## src/rtl/disp_seq_pkg.sv

```systemverilog
// Shared types, segment constants and hex-to-7-segment decode for the
// display sequencer.
package disp_seq_pkg;

  typedef enum logic [1:0] {
    ST_IDLE = 2'd0,
    ST_SHOW = 2'd1,
    ST_GAP  = 2'd2
  } state_t;

  localparam logic [7:0] SEG_DASH  = 8'h40;
  localparam logic [7:0] SEG_BLANK = 8'h00;
  localparam logic [7:0] SEG_DP    = 8'h80;

  // Active-high segments, bit0=a .. bit6=g; dp (bit7) is left clear here.
  function automatic logic [7:0] hex_to_seg(input logic [3:0] digit);
    logic [7:0] seg;
    case (digit)
      4'h0: seg = 8'h3F;
      4'h1: seg = 8'h06;
      4'h2: seg = 8'h5B;
      4'h3: seg = 8'h4F;
      4'h4: seg = 8'h66;
      4'h5: seg = 8'h6D;
      4'h6: seg = 8'h7D;
      4'h7: seg = 8'h07;
      4'h8: seg = 8'h7F;
      4'h9: seg = 8'h6F;
      4'hA: seg = 8'h77;
      4'hB: seg = 8'h7C;
      4'hC: seg = 8'h39;
      4'hD: seg = 8'h5E;
      4'hE: seg = 8'h79;
      default: seg = 8'h71;
    endcase
    return seg;
  endfunction

endpackage

```

## src/rtl/tick_gen.sv

```systemverilog
// Display-tick prescaler: counts 0..DIV-1 and flags the last count as a
// one-cycle tick. clr restarts the phase so a new playout starts aligned.
module tick_gen #(
  parameter int DIV = 4
) (
  input  logic clk,
  input  logic reset,
  input  logic clr,
  output logic tick
);

  localparam logic [15:0] LAST = 16'(DIV - 1);

  logic [15:0] r_count;

  // Modulo-DIV counter, restarted by clr.
  always_ff @(posedge clk or posedge reset) begin
    if (reset) begin
      r_count <= '0;
    end else if (clr || (r_count == LAST)) begin
      r_count <= '0;
    end else begin
      r_count <= r_count + 16'd1;
    end
  end

  assign tick = (r_count == LAST);

endmodule

```

## src/rtl/disp_seq_ctrl.sv

```systemverilog
// Buffers up to DEPTH hex digits and plays them out on a 7-segment display:
// each digit is shown for HOLD_TICKS ticks followed by a one-tick blank gap.
// The last digit of a playout carries the decimal point.
module disp_seq_ctrl
  import disp_seq_pkg::*;
#(
  parameter int DIV        = 4,
  parameter int HOLD_TICKS = 3,
  parameter int DEPTH      = 4
) (
  input  logic       clk,
  input  logic       reset,
  input  logic       wr_en,
  input  logic [3:0] wr_data,
  input  logic       start,
  output logic       busy,
  output logic       done,
  output logic [7:0] seg_out
);

  localparam int CNT_W = $clog2(DEPTH + 1);
  localparam int PTR_W = $clog2(DEPTH);
  localparam logic [7:0] HOLD_LAST = 8'(HOLD_TICKS - 1);

  state_t             r_state;
  logic [CNT_W-1:0]   r_cnt;
  logic [PTR_W-1:0]   r_rd_ptr;
  logic [7:0]         r_hold;
  logic               r_busy;
  logic               r_done;
  logic [7:0]         r_seg;
  logic [3:0]         r_buf [DEPTH];

  logic               w_tick;
  logic               w_start_ok;
  logic               w_wr_ok;
  logic [PTR_W-1:0]   w_next_ptr;
  logic               w_cur_last;
  logic               w_next_last;

  // Start beats a simultaneous write; an empty buffer cannot be played.
  assign w_start_ok  = (r_state == ST_IDLE) && start && (r_cnt != '0);
  assign w_wr_ok     = (r_state == ST_IDLE) && wr_en && !start &&
                       (r_cnt < CNT_W'(DEPTH));
  assign w_next_ptr  = r_rd_ptr + PTR_W'(1);
  assign w_cur_last  = ({1'b0, r_rd_ptr}   == (r_cnt - CNT_W'(1)));
  assign w_next_last = ({1'b0, w_next_ptr} == (r_cnt - CNT_W'(1)));

  tick_gen #(.DIV(DIV)) u_tick_gen (
    .clk   (clk),
    .reset (reset),
    .clr   (w_start_ok),
    .tick  (w_tick)
  );

  // Digit storage; contents are only meaningful below r_cnt, so no reset.
  always_ff @(posedge clk) begin
    if (w_wr_ok) begin
      r_buf[r_cnt[PTR_W-1:0]] <= wr_data;
    end
  end

  // Sequencer FSM; outputs are registered from the state being entered.
  always_ff @(posedge clk or posedge reset) begin
    if (reset) begin
      r_state  <= ST_IDLE;
      r_cnt    <= '0;
      r_rd_ptr <= '0;
      r_hold   <= '0;
      r_busy   <= 1'b0;
      r_done   <= 1'b0;
      r_seg    <= SEG_DASH;
    end else begin
      r_done <= 1'b0;
      case (r_state)
        ST_IDLE: begin
          if (w_start_ok) begin
            r_state  <= ST_SHOW;
            r_rd_ptr <= '0;
            r_hold   <= '0;
            r_busy   <= 1'b1;
            r_seg    <= hex_to_seg(r_buf[0]) |
                        ((r_cnt == CNT_W'(1)) ? SEG_DP : 8'h00);
          end else if (w_wr_ok) begin
            r_cnt <= r_cnt + CNT_W'(1);
          end
        end
        ST_SHOW: begin
          if (w_tick) begin
            if (r_hold == HOLD_LAST) begin
              r_state <= ST_GAP;
              r_seg   <= SEG_BLANK;
            end else begin
              r_hold <= r_hold + 8'd1;
            end
          end
        end
        ST_GAP: begin
          if (w_tick) begin
            if (w_cur_last) begin
              r_state <= ST_IDLE;
              r_cnt   <= '0;
              r_busy  <= 1'b0;
              r_done  <= 1'b1;
              r_seg   <= SEG_DASH;
            end else begin
              r_state  <= ST_SHOW;
              r_rd_ptr <= w_next_ptr;
              r_hold   <= '0;
              r_seg    <= hex_to_seg(r_buf[w_next_ptr]) |
                          (w_next_last ? SEG_DP : 8'h00);
            end
          end
        end
        default: begin
          r_state <= ST_IDLE;
          r_busy  <= 1'b0;
          r_seg   <= SEG_DASH;
        end
      endcase
    end
  end

  assign busy    = r_busy;
  assign done    = r_done;
  assign seg_out = r_seg;

endmodule
```

## config.mk

```make
export PLATFORM = sky130hd
export DESIGN_NAME = disp_seq_ctrl
export DESIGN_NICKNAME = d
export VERILOG_FILES = /design/src/rtl/disp_seq_pkg.sv /design/src/rtl/tick_gen.sv /design/src/rtl/disp_seq_ctrl.sv
export SDC_FILE = /design/constraint.sdc
export NUM_CORES = 1
export LEC_CHECK = 0
export ABC_CLOCK_PERIOD_IN_PS = 2250
export CORE_MARGIN = 3
export CORE_UTILIZATION = 42
export DETAILED_ROUTE_END_ITERATION = 6
export PLACE_DENSITY = 0.59
export SLEW_MARGIN = 10
export SYNTH_ARGS = -nofsm -noshare
export SYNTH_HDL_FRONTEND = slang
export SYNTH_SLANG_ARGS = --single-unit
```

## constraint.sdc

```tcl
create_clock -name clk -period 2.25 [get_ports clk]
set_clock_uncertainty 0.2 [all_clocks]
set_input_delay 0.3375 -clock clk [delete_from_list [all_inputs] [get_ports clk]]
set_output_delay 0.3375 -clock clk [all_outputs]
set_load 0.02 [all_outputs]
```

# Yosys cells after proc, flatten, opt, wreduce, memory -nomap -nowiden
# Memories as Yosys holds them, arrays and structs flattened.
# Cells that the tools add are included.
# W data, S select, Z words.
[word_totals]
in_bits = 8
mem_count = 3
word_cells = 96
ram_bits = 16
output_inout_bits = 10
rom_bits = 224
reg_bits = 41
[classes]
n_addsub = 5
n_mux = 44
bitwise = 3
n_lt_le_gt_ge = 1
n_reduce_logical = 16
eq_ne = 16
[mem_list]
columns = ["memory", "depth", "width", "read_ports", "rd_ports_with_merged_regs", "write_ports", "line", "text"]
rows = [
  ["(no name shown)", 16, 7, 1, 0, 0, "disp_seq_pkg.sv:18", "case (digit)"],
  ["(no name shown)", 16, 7, 1, 0, 0, "disp_seq_pkg.sv:18", ""],
  ["r_buf", 4, 4, 2, 0, 1, "disp_seq_ctrl.sv:32", "logic [3:0] r_buf [DEPTH];"],
]
[op_table]
columns = ["op", "count"]
rows = [
  ["$mux W8", 17],
  ["$pmux W8 S3", 2],
  ["$add A16 B1 Y16 const B", 1],
  ["$eq A16 B2 Y1 const B", 1],
  ["$mux W16", 1],
  ["$or A8 B8 Y8", 2],
  ["$mux W2", 7],
  ["$mux W3", 4],
  ["$ne A2 B2 Y1 const B", 6],
  ["$reduce_and A4 Y1", 3],
  ["$mux W1", 9],
  ["$add A8 B1 Y8 const B", 1],
  ["$eq A8 B2 Y1 const B", 1],
  ["$eq A2 B3 Y1", 2],
  ["$ne A2 B1 Y1 const B", 3],
  ["$pmux W2 S3", 1],
  ["$pmux W3 S2", 1],
  ["$reduce_and A6 Y1", 1],
  ["$reduce_bool A3 Y1", 2],
  ["$logic_and A1 B1 Y1", 5],
  ["$reduce_and A5 Y1", 1],
  ["$pmux W2 S2", 1],
  ["$add A3 B1 Y3 const B", 1],
  ["$eq A3 B1 Y1 const B", 1],
  ["other kinds (11)", 11],
]

# Depth between registers and ports, before layout
# Gate-level depths: netlist of run 1.
# An unclocked memory read counts as a cell.
[depth]
word_depth = 10
depth_mapped = 8
ltp_nobuf = 7

# Modules after synthesis
# A second synthesis of run 1 with hierarchy kept.
[unflattened]
hier_cells = 338
hier_area_um2 = 3405.8
[modules_own_cells]
columns = ["mod", "area_each_um2", "seq_area_each_um2", "instances", "cells_each"]
rows = [
  ["disp_seq_ctrl", 2603.7, 1107.3, 1, 255],
  ["tick_gen", 802.0, 400.4, 1, 83],
]

# Least setup slack after synthesis of run 1
# No wires, ideal clock.
[synth_path]
kind = "register -> register"
from = "register r_cnt[0]"
to = "register r_hold[3]"
stages_incl_launch_ff = 9
t_required_ns = 1.977
path_buffers = 1
setup_ns = 0.073
arrival_ns = 2.140
synth_period_minus_slack_ns = 2.412
slack_ns = -0.162
cell_sequence = "dfrtp_1 > inv_1 > ha_1 > xor2_1 > a31oi_2 > nor3b_2 > buf_4 > or4_4 > a21boi_2"
[synth_between]
elab_chain_cells = 4
elab_cells_between_ends = 7
cone_classes = "add/sub (1); eq/ne (3); reduce/logical (3)"
[synth_lines]
columns = ["item", "line", "text"]
rows = [
  ["start, declared", "disp_seq_ctrl.sv:26", "logic [CNT_W-1:0] r_cnt;"],
  ["start signal, assigned", "disp_seq_ctrl.sv:85", "r_cnt <= r_cnt + CNT_W'(1);"],
  ["$sub A3 B1 Y3 or $reduce_bool A3 Y1 (tied branches)", "disp_seq_ctrl.sv:46, disp_seq_ctrl.sv:42", ""],
  ["$eq A2 B3 Y1 or $logic_and A1 B1 Y1 (tied branches)", "disp_seq_ctrl.sv:46, disp_seq_ctrl.sv:42", ""],
  ["$ne A2 B2 Y1 (no line) or $ne A2 B1 Y1 (tied branches)", "-", ""],
  ["$reduce_and A6 Y1 (no line) (*)", "-", ""],
  ["end signal, assigned", "disp_seq_ctrl.sv:94", "r_hold <= r_hold + 8'd1;"],
  ["end, declared", "disp_seq_ctrl.sv:28", "logic [7:0] r_hold;"],
]
# Every way passes the cells marked *; elsewhere a longest branch is shown, timed or not.
# A chain may end at the register's enable or synchronous reset.

# Worst setup path after layout of run 1
[layout_path]
from = "register r_hold[0]"
to = "register r_hold[6]"
[layout_between]
elab_chain_cells = 4
elab_cells_between_ends = 7
cone_classes = "add/sub (1); eq/ne (2); mux (3); reduce/logical (1)"
[layout_lines]
columns = ["item", "line", "text"]
rows = [
  ["$add A8 B1 Y8", "disp_seq_ctrl.sv:94", ""],
  ["$mux W8", "disp_seq_ctrl.sv:90", "if (r_hold == HOLD_LAST) begin"],
  ["$mux W8", "disp_seq_ctrl.sv:89", "if (w_tick) begin"],
  ["$pmux W8 S3", "disp_seq_ctrl.sv:75", "case (r_state)"],
]
# Parallel ways exist; a longest one is shown, timed or not. The select of a mux whose other input is x is not followed.

==> impl_metrics.env, run 1 <==
export IMPL_diodes=0
export IMPL_coreArea_mm2=0.00777
export IMPL_violations="negative setup slack"
export IMPL_synth_top_area_cell="dfrtp_1"
export IMPL_drv_slew=0
export IMPL_cts_tree="done"
export IMPL_critPathMaxFanout=11
export IMPL_crit_end="r_hold[6]"
export IMPL_setup_slack_ps=-57.6
export IMPL_synth_simple_gate_area_share_pct=19.4
export IMPL_r2r_start="r_hold[0]"
export IMPL_die_h_um=95.8
export IMPL_dp_hpwl_um=5230
export IMPL_reg2reg_slack_ps=-60
export IMPL_grt_max_degree=42
export IMPL_status="finished with violations"
export IMPL_area_growth_pct=27.3
export IMPL_peakVddDrop_uv=229
export IMPL_die_area_mm2=0.00917
export IMPL_grt_pass1_wl_um=12100
export IMPL_fin_crit_ps=2310
export IMPL_setup_worst_path_start="r_hold[0]"
export IMPL_r2r_cells=8
export IMPL_fill_cells=711
export IMPL_grt_pass1_vias=2495
export IMPL_synth_xor_area_share_pct=4.40
export IMPL_grt_overflow=0
export IMPL_fp_dieW_um=95.8
export IMPL_synth_nets=345
export IMPL_worst_setup_path_start_kind="flip-flop"
export IMPL_synthTopCellsByArea="dfrtp_1 (30%), edfxtp_1 (14%), ha_1 (7.4%)"
export IMPL_fmax_mhz=433
export IMPL_synth_adder_area_share_pct=7.39
export IMPL_synth_top_area_share_pct=29.6
export IMPL_period_share_pct=103
export IMPL_worstSkewPairLatency_ps=350
export IMPL_synth_edf_count=16
export IMPL_maxCapViolCount=0
export IMPL_port_buffers=17
export IMPL_cp_end_kind="flip-flop"
export IMPL_clockBufferDepth=2
export IMPL_muxShareOfSynthArea_pct=8.31
export IMPL_synth_flop_cell="dfrtp_1"
export IMPL_place_congestion=0.783
export IMPL_cts_sinks=57
export IMPL_r2r_end="r_hold[6]"
export IMPL_register_area_mm2=0.00151
export IMPL_wl_um=7200
export IMPL_leakage_nw=1.91
export IMPL_crit_type="flip-flop to flip-flop"
export IMPL_layout_drive_gt1_share_pct=29.3
export IMPL_vias_per_cell=5.20
export IMPL_syn_inst=317
export IMPL_route_detailed_drc=0
export IMPL_clk_pin_slew_ps=70
export IMPL_async_flop_share_pct=71.9
export IMPL_drtIter0Drc=95
export IMPL_slew_headroom_pct=74.0
export IMPL_start_util_pct=43.6
export IMPL_synth_compound_area_share_pct=11.0
export IMPL_yosysSeqAreaShare_pct=44.5
export IMPL_holdBufCountCts=0
export IMPL_multi_input_area_mm2=0.00178
export IMPL_ys_warn_count=0
export IMPL_power_density_mw_per_mm2=482
export IMPL_htreeDepth=3
export IMPL_place_ws_ps=-52.1
export IMPL_fin_hold_ws_ps=133
export IMPL_num_vias=2571
export IMPL_postSynthAreaPerCell_um2=10.7
export IMPL_synth_top_family_by_area="simple AND/OR/NAND/NOR gates"
export IMPL_worst_pin_slew_ps=387
export IMPL_final_nets=415
export IMPL_firstDrtPassIters=5
export IMPL_ys_ff_latch=57
export IMPL_ios=18
export IMPL_hp_class="primary input to async pin"
export IMPL_rsz0062_at_grt="true"
export IMPL_required_ps=2270
export IMPL_row_count=32
export IMPL_post_drt_wl_per_cell_um=14.6
export IMPL_antenna_left=0
export IMPL_ys_types=63
export IMPL_critPathArrivalTime_ps=2330
export IMPL_syn_area_mm2=0.00339
export IMPL_setup_violations=10
export IMPL_antenna_found_initial=0
export IMPL_numCtsBuffers=9
export IMPL_cts_root_buf="clkbuf_8"
export IMPL_final_hold_viol_count=0
export IMPL_grt_total_usage_pct=17.5
## per-stage QoR
stage / power, mW / util (%) / TNS [ps] / cell area [um^2] / std cells
4_1_cts: 2.11 / 54.6 / -211 / 4240 / 490
3_5_place_dp: 1.12 / 51.9 / -127 / 4030 / 474
2_1_floorplan: 1.10 / - / 0 / 3410 / 317
5_1_grt: 2.16 / 55.5 / -1950 / 4310 / 494
6_report: 2.08 / 55.5 / -407 / 4310 / 494
3_3_place_gp: 1.12 / 51.9 / -73.1 / 4030 / 474
## critical path, stage by stage (launching register included)
cell and delay (ps):
dfrtp_1 370, inv_1 60, ha_2 150, or4b_4 480
o41ai_2 300, nor3b_2 220, buf_4 180, nor4_1 80
mux2i_1 120
## how the worst min path moves through the flow
stage | from | endpoint | slack, ps | cells after the start
detailed placement | seg_out[6] | seg_out[6] | 270 | 1
global route | reset | r_hold[2] | 160 | 3
CTS | reset | r_hold[2] | 140 | 3
floorplan | wr_data[0] | r_buf[0][0] | 240 | 0
global placement | seg_out[5] | seg_out[5] | 270 | 1
finish | reset | u_tick_gen.r_count[8] | 130 | 3
## cells by family (layout without fill, tap and decap cells)
group,Yosys count,after routing
compound gates,50,50
xor+xnor,17,17
fa+ha+maj,20,20
buf+inv,34,109
flops,57,57
mux,20,20
simple gates,119,119
## state kept, by name (all words and copies together) (netlist names)
signal              cells
seg_out                 8
u_tick_gen.r_count     16
r_buf                  16
r_cnt                   3
r_hold                  8
r_rd_ptr                2
r_state                 2
done                    1
busy                    1
## synth_stat cells (all sizes together), types with 4 or more instances
master	count
xnor2	7
nor3b	4
nor2	36
xor2	10
nand2b	7
inv	17
and3	6
nand4	6
mux4	6
nor3	6
clkbuf	6
nand2	18
and2	4
dfrtp	40
ha	20
nand3	11
nor4	8
mux2i	9
edfxtp	16
o21ai	9
mux2	5
a21oi	6
a211o	4
buf	11
a211oi	6
## where the power goes
part / switching (mW) / leakage, nW / total (mW) / internal, mW
Clock: 0.403 / 0.101 / 0.977 / 0.574
Sequential: 0 / 0.671 / 1.06 / 1.06
Combinational: 0.0203 / 1.14 / 0.0351 / 0.0147
## layout by cell type, fill, tap and decap left out, types with 11 or more instances in the layout
cell,count
inv_1,13
edfxtp_1,16
dfrtp_1,38
clkbuf_8,11
nor2_1,35
nand3_1,11
buf_4,57
clkdlybuf4s50_1,17
ha_1,18
nand2_1,18
## routing by layer
metal	wire length [um]	track usage, %
met1	3570	24.0
met3	207	3.75
met5	0	0
met2	3280	26.1
met4	142	8.89
## final cells by class
cell class | instances | area share (%)
sequential | 57 | 35.0
multi-input combinational | 226 | 41.3
clock inverter | 2 | 0.842
clock buffer | 14 | 3.77
inverter | 17 | 1.48
timing repair buffer | 76 | 14.6
tap | 102 | 2.96
## timing repair
| item | in CTS | in global routing |
|---|---|---|
| gates resized for setup | 5 | 7 |
| cloned | 0 | 0 |
| endpoints found under the hold margin | 0 | 0 |
| pin swaps | 1 | 3 |
| setup endpoints to repair | 12 | 15 |
| buffers inserted | 0 | 4 |
(Power assumes the default switching activity.)
==> inputs of run 2 (changes only) <==
ABC_CLOCK_PERIOD_IN_PS = 2200   (was 2250)
PLACE_DENSITY = 0.56   (was 0.59)
clock period = 2.2 ns   (was 2.25 ns; I/O delays follow)
==> run 2 against run 1 <==
  * The flow still finishes with violations (negative setup slack)
  * Fmax grew 2.4%
  * Sequential share of layout area shrank 1.1 points
  * Hold slack lost 15 ps
  * Non-clock buffer count grew 1
  * Clock power shrank 3.9%
  * Clock-buffer cell count shrank 3
  * Total power shrank 0.64%
  * Final cell count grew 0.20%
  * Utilization grew 1.8 points
  * Design area grew 3.2%
  * Via count grew 0.66%
  * Critical endpoint is now seg_out[0]
  * Largest power group unchanged
  * Highest routed layer unchanged
==> impl_metrics.env, run 2 (same netlist as run 1, synthesis figures left out) <==
export IMPL_cts_root_buf="clkbuf_8"
export IMPL_rsz0062_at_grt="true"
export IMPL_fin_hold_ws_ps=118
export IMPL_mostFrequentLayoutCell="buf_4"
export IMPL_period_share_pct=102
export IMPL_violations="negative setup slack"
export IMPL_status="finished with violations"
export IMPL_fmax_mhz=444
export IMPL_route_detailed_drc=0
export IMPL_drv_slew=0
export IMPL_dp_hpwl_um=5560
export IMPL_grt_overflow=0
export IMPL_setup_violations=10
export IMPL_numCtsBuffers=9
export IMPL_wl_um=7450
export IMPL_coreArea_mm2=0.00777
export IMPL_final_nets=416
export IMPL_worst_setup_path_start_kind="flip-flop"
export IMPL_worst_pin_slew_ps=370
export IMPL_die_area_mm2=0.00917
export IMPL_place_area_mm2=0.00406
export IMPL_multi_input_area_mm2=0.00190
export IMPL_fill_cells=689
export IMPL_clockBufferDepth=2
export IMPL_slew_headroom_pct=75.1
export IMPL_start_util_pct=43.6
export IMPL_drtIter0Drc=89
export IMPL_place_congestion=0.834
export IMPL_leakage_nw=1.93
export IMPL_area_growth_pct=31.3
export IMPL_num_vias=2588
export IMPL_htreeDepth=3
export IMPL_firstDrtPassIters=4
export IMPL_critPathBufInv=1
export IMPL_path_cells="buf_4 > mux4_2 > or2_0 > a21o_1 > a21oi_1 > a221o_1"
export IMPL_cts_sinks=57
export IMPL_antenna_left=0
export IMPL_critPathMaxFanout=11
export IMPL_die_h_um=95.8
export IMPL_fin_crit_ps=2250
export IMPL_cp_top_family="multiplexers"
export IMPL_row_count=32
export IMPL_final_core_util_pct=57.2
export IMPL_power_density_mw_per_mm2=464
export IMPL_required_ps=2260
export IMPL_finalPower_mw=2.06
export IMPL_final_cell_area_mm2=0.00445
export IMPL_ios=18
export IMPL_slowest_delay_ps=640
export IMPL_grt_pass1_wl_um=12400
export IMPL_vias_per_cell=5.23
export IMPL_worstSkewPairLatency_ps=340
export IMPL_grt_total_usage_pct=17.9
export IMPL_diodes=0
export IMPL_cts_tree="done"
export IMPL_crit_path_top_delay_cell="mux4_2"
export IMPL_mostFrequentLayoutCells="buf_4 (57), dfrtp_1 (38), nor2_1 (35)"
export IMPL_grt_pass1_vias=2543
export IMPL_peakVddDrop_uv=335
export IMPL_cp_end_kind="flip-flop"
export IMPL_grt_max_degree=26
export IMPL_register_area_mm2=0.00151
export IMPL_maxCapViolCount=0
export IMPL_post_drt_wl_per_cell_um=15.1
export IMPL_clk_pin_slew_ps=70
export IMPL_hp_class="primary input to async pin"
export IMPL_critPathArrivalTime_ps=2320
export IMPL_crit_type="flip-flop to flip-flop"
export IMPL_setup_slack_ps=-54.6
export IMPL_port_buffers=17
export IMPL_layout_drive_gt1_share_pct=33.6
export IMPL_final_hold_viol_count=0
export IMPL_fp_dieW_um=95.8
export IMPL_antenna_found_initial=0
run 2: layout make-up:
class                           instances  share of cell area, %
Tap cell                              102                   2.87
Sequential cell                        57                   34.0
Clock buffer                           11                   2.95
Inverter                               17                   1.55
Timing Repair Buffer                   77                   14.6
Clock inverter                          5                   1.27
Multi-Input combinational cell        226                   42.8
run 2: path summary, 6_finish.rpt:
check / start / endpoint / slack [ps] / cells after the start
min in group clk: seg_out[6] / seg_out[6] / 280 / 1
worst max register to register: r_rd_ptr[1] / seg_out[0] / -50 / 6
worst min register to register: seg_out[6] / seg_out[6] / 280 / 1
worst max-delay path: r_rd_ptr[1] / seg_out[0] / -50 / 6
worst min-delay path: reset / r_hold[2] / 120 / 3
max in group asynchronous: reset / r_rd_ptr[1] / 1350 / 3
run 2: worst register-to-register path, delay by kind of cell (launching register included):
family                 cells  cell delay [ps]
flip-flops                 1              430
multiplexers               1              640
AND/OR/NAND/NOR            1              270
buffers and inverters      1              130
AO/OA/AOI/OAI              3              510
run 2: report_power, final:
group	switching [mW]	internal [mW]	leakage [nW]	total [mW]
Combinational	0.0206	0.0149	1.17	0.0354
Clock	0.418	0.521	0.0933	0.939
Sequential	0	1.09	0.671	1.09
Total	0.439	1.62	1.93	2.06
run 2: timing repair:
item	in CTS	in global routing
hold buffers	0	0
endpoints found under the setup margin	14	19
pin swaps	7	6
resized for setup	18	13
setup buffers	4	0
run 2: routing by layer:
| layer | vias up | track usage [%] | wire length [um] |
|---|---|---|---|
| met2 | 47 | 28.8 | 3620 |
| met3 | 10 | 5.32 | 373 |
| met1 | 1247 | 23.3 | 3330 |
| li1 | 1284 | - | - |
| met4 | 0 | 5.57 | 127 |
| met5 | - | 0 | 0 |
run 2: stage by stage:
step	TNS [ps]	instances	setup WS [ps]
after CTS	-221	495	-58.4
after detailed placement	-930	476	-104
final	-298	495	-54.6
after global routing	-1920	495	-173
after global placement	-553	476	-124
after floorplan	-28.6	317	-21.8
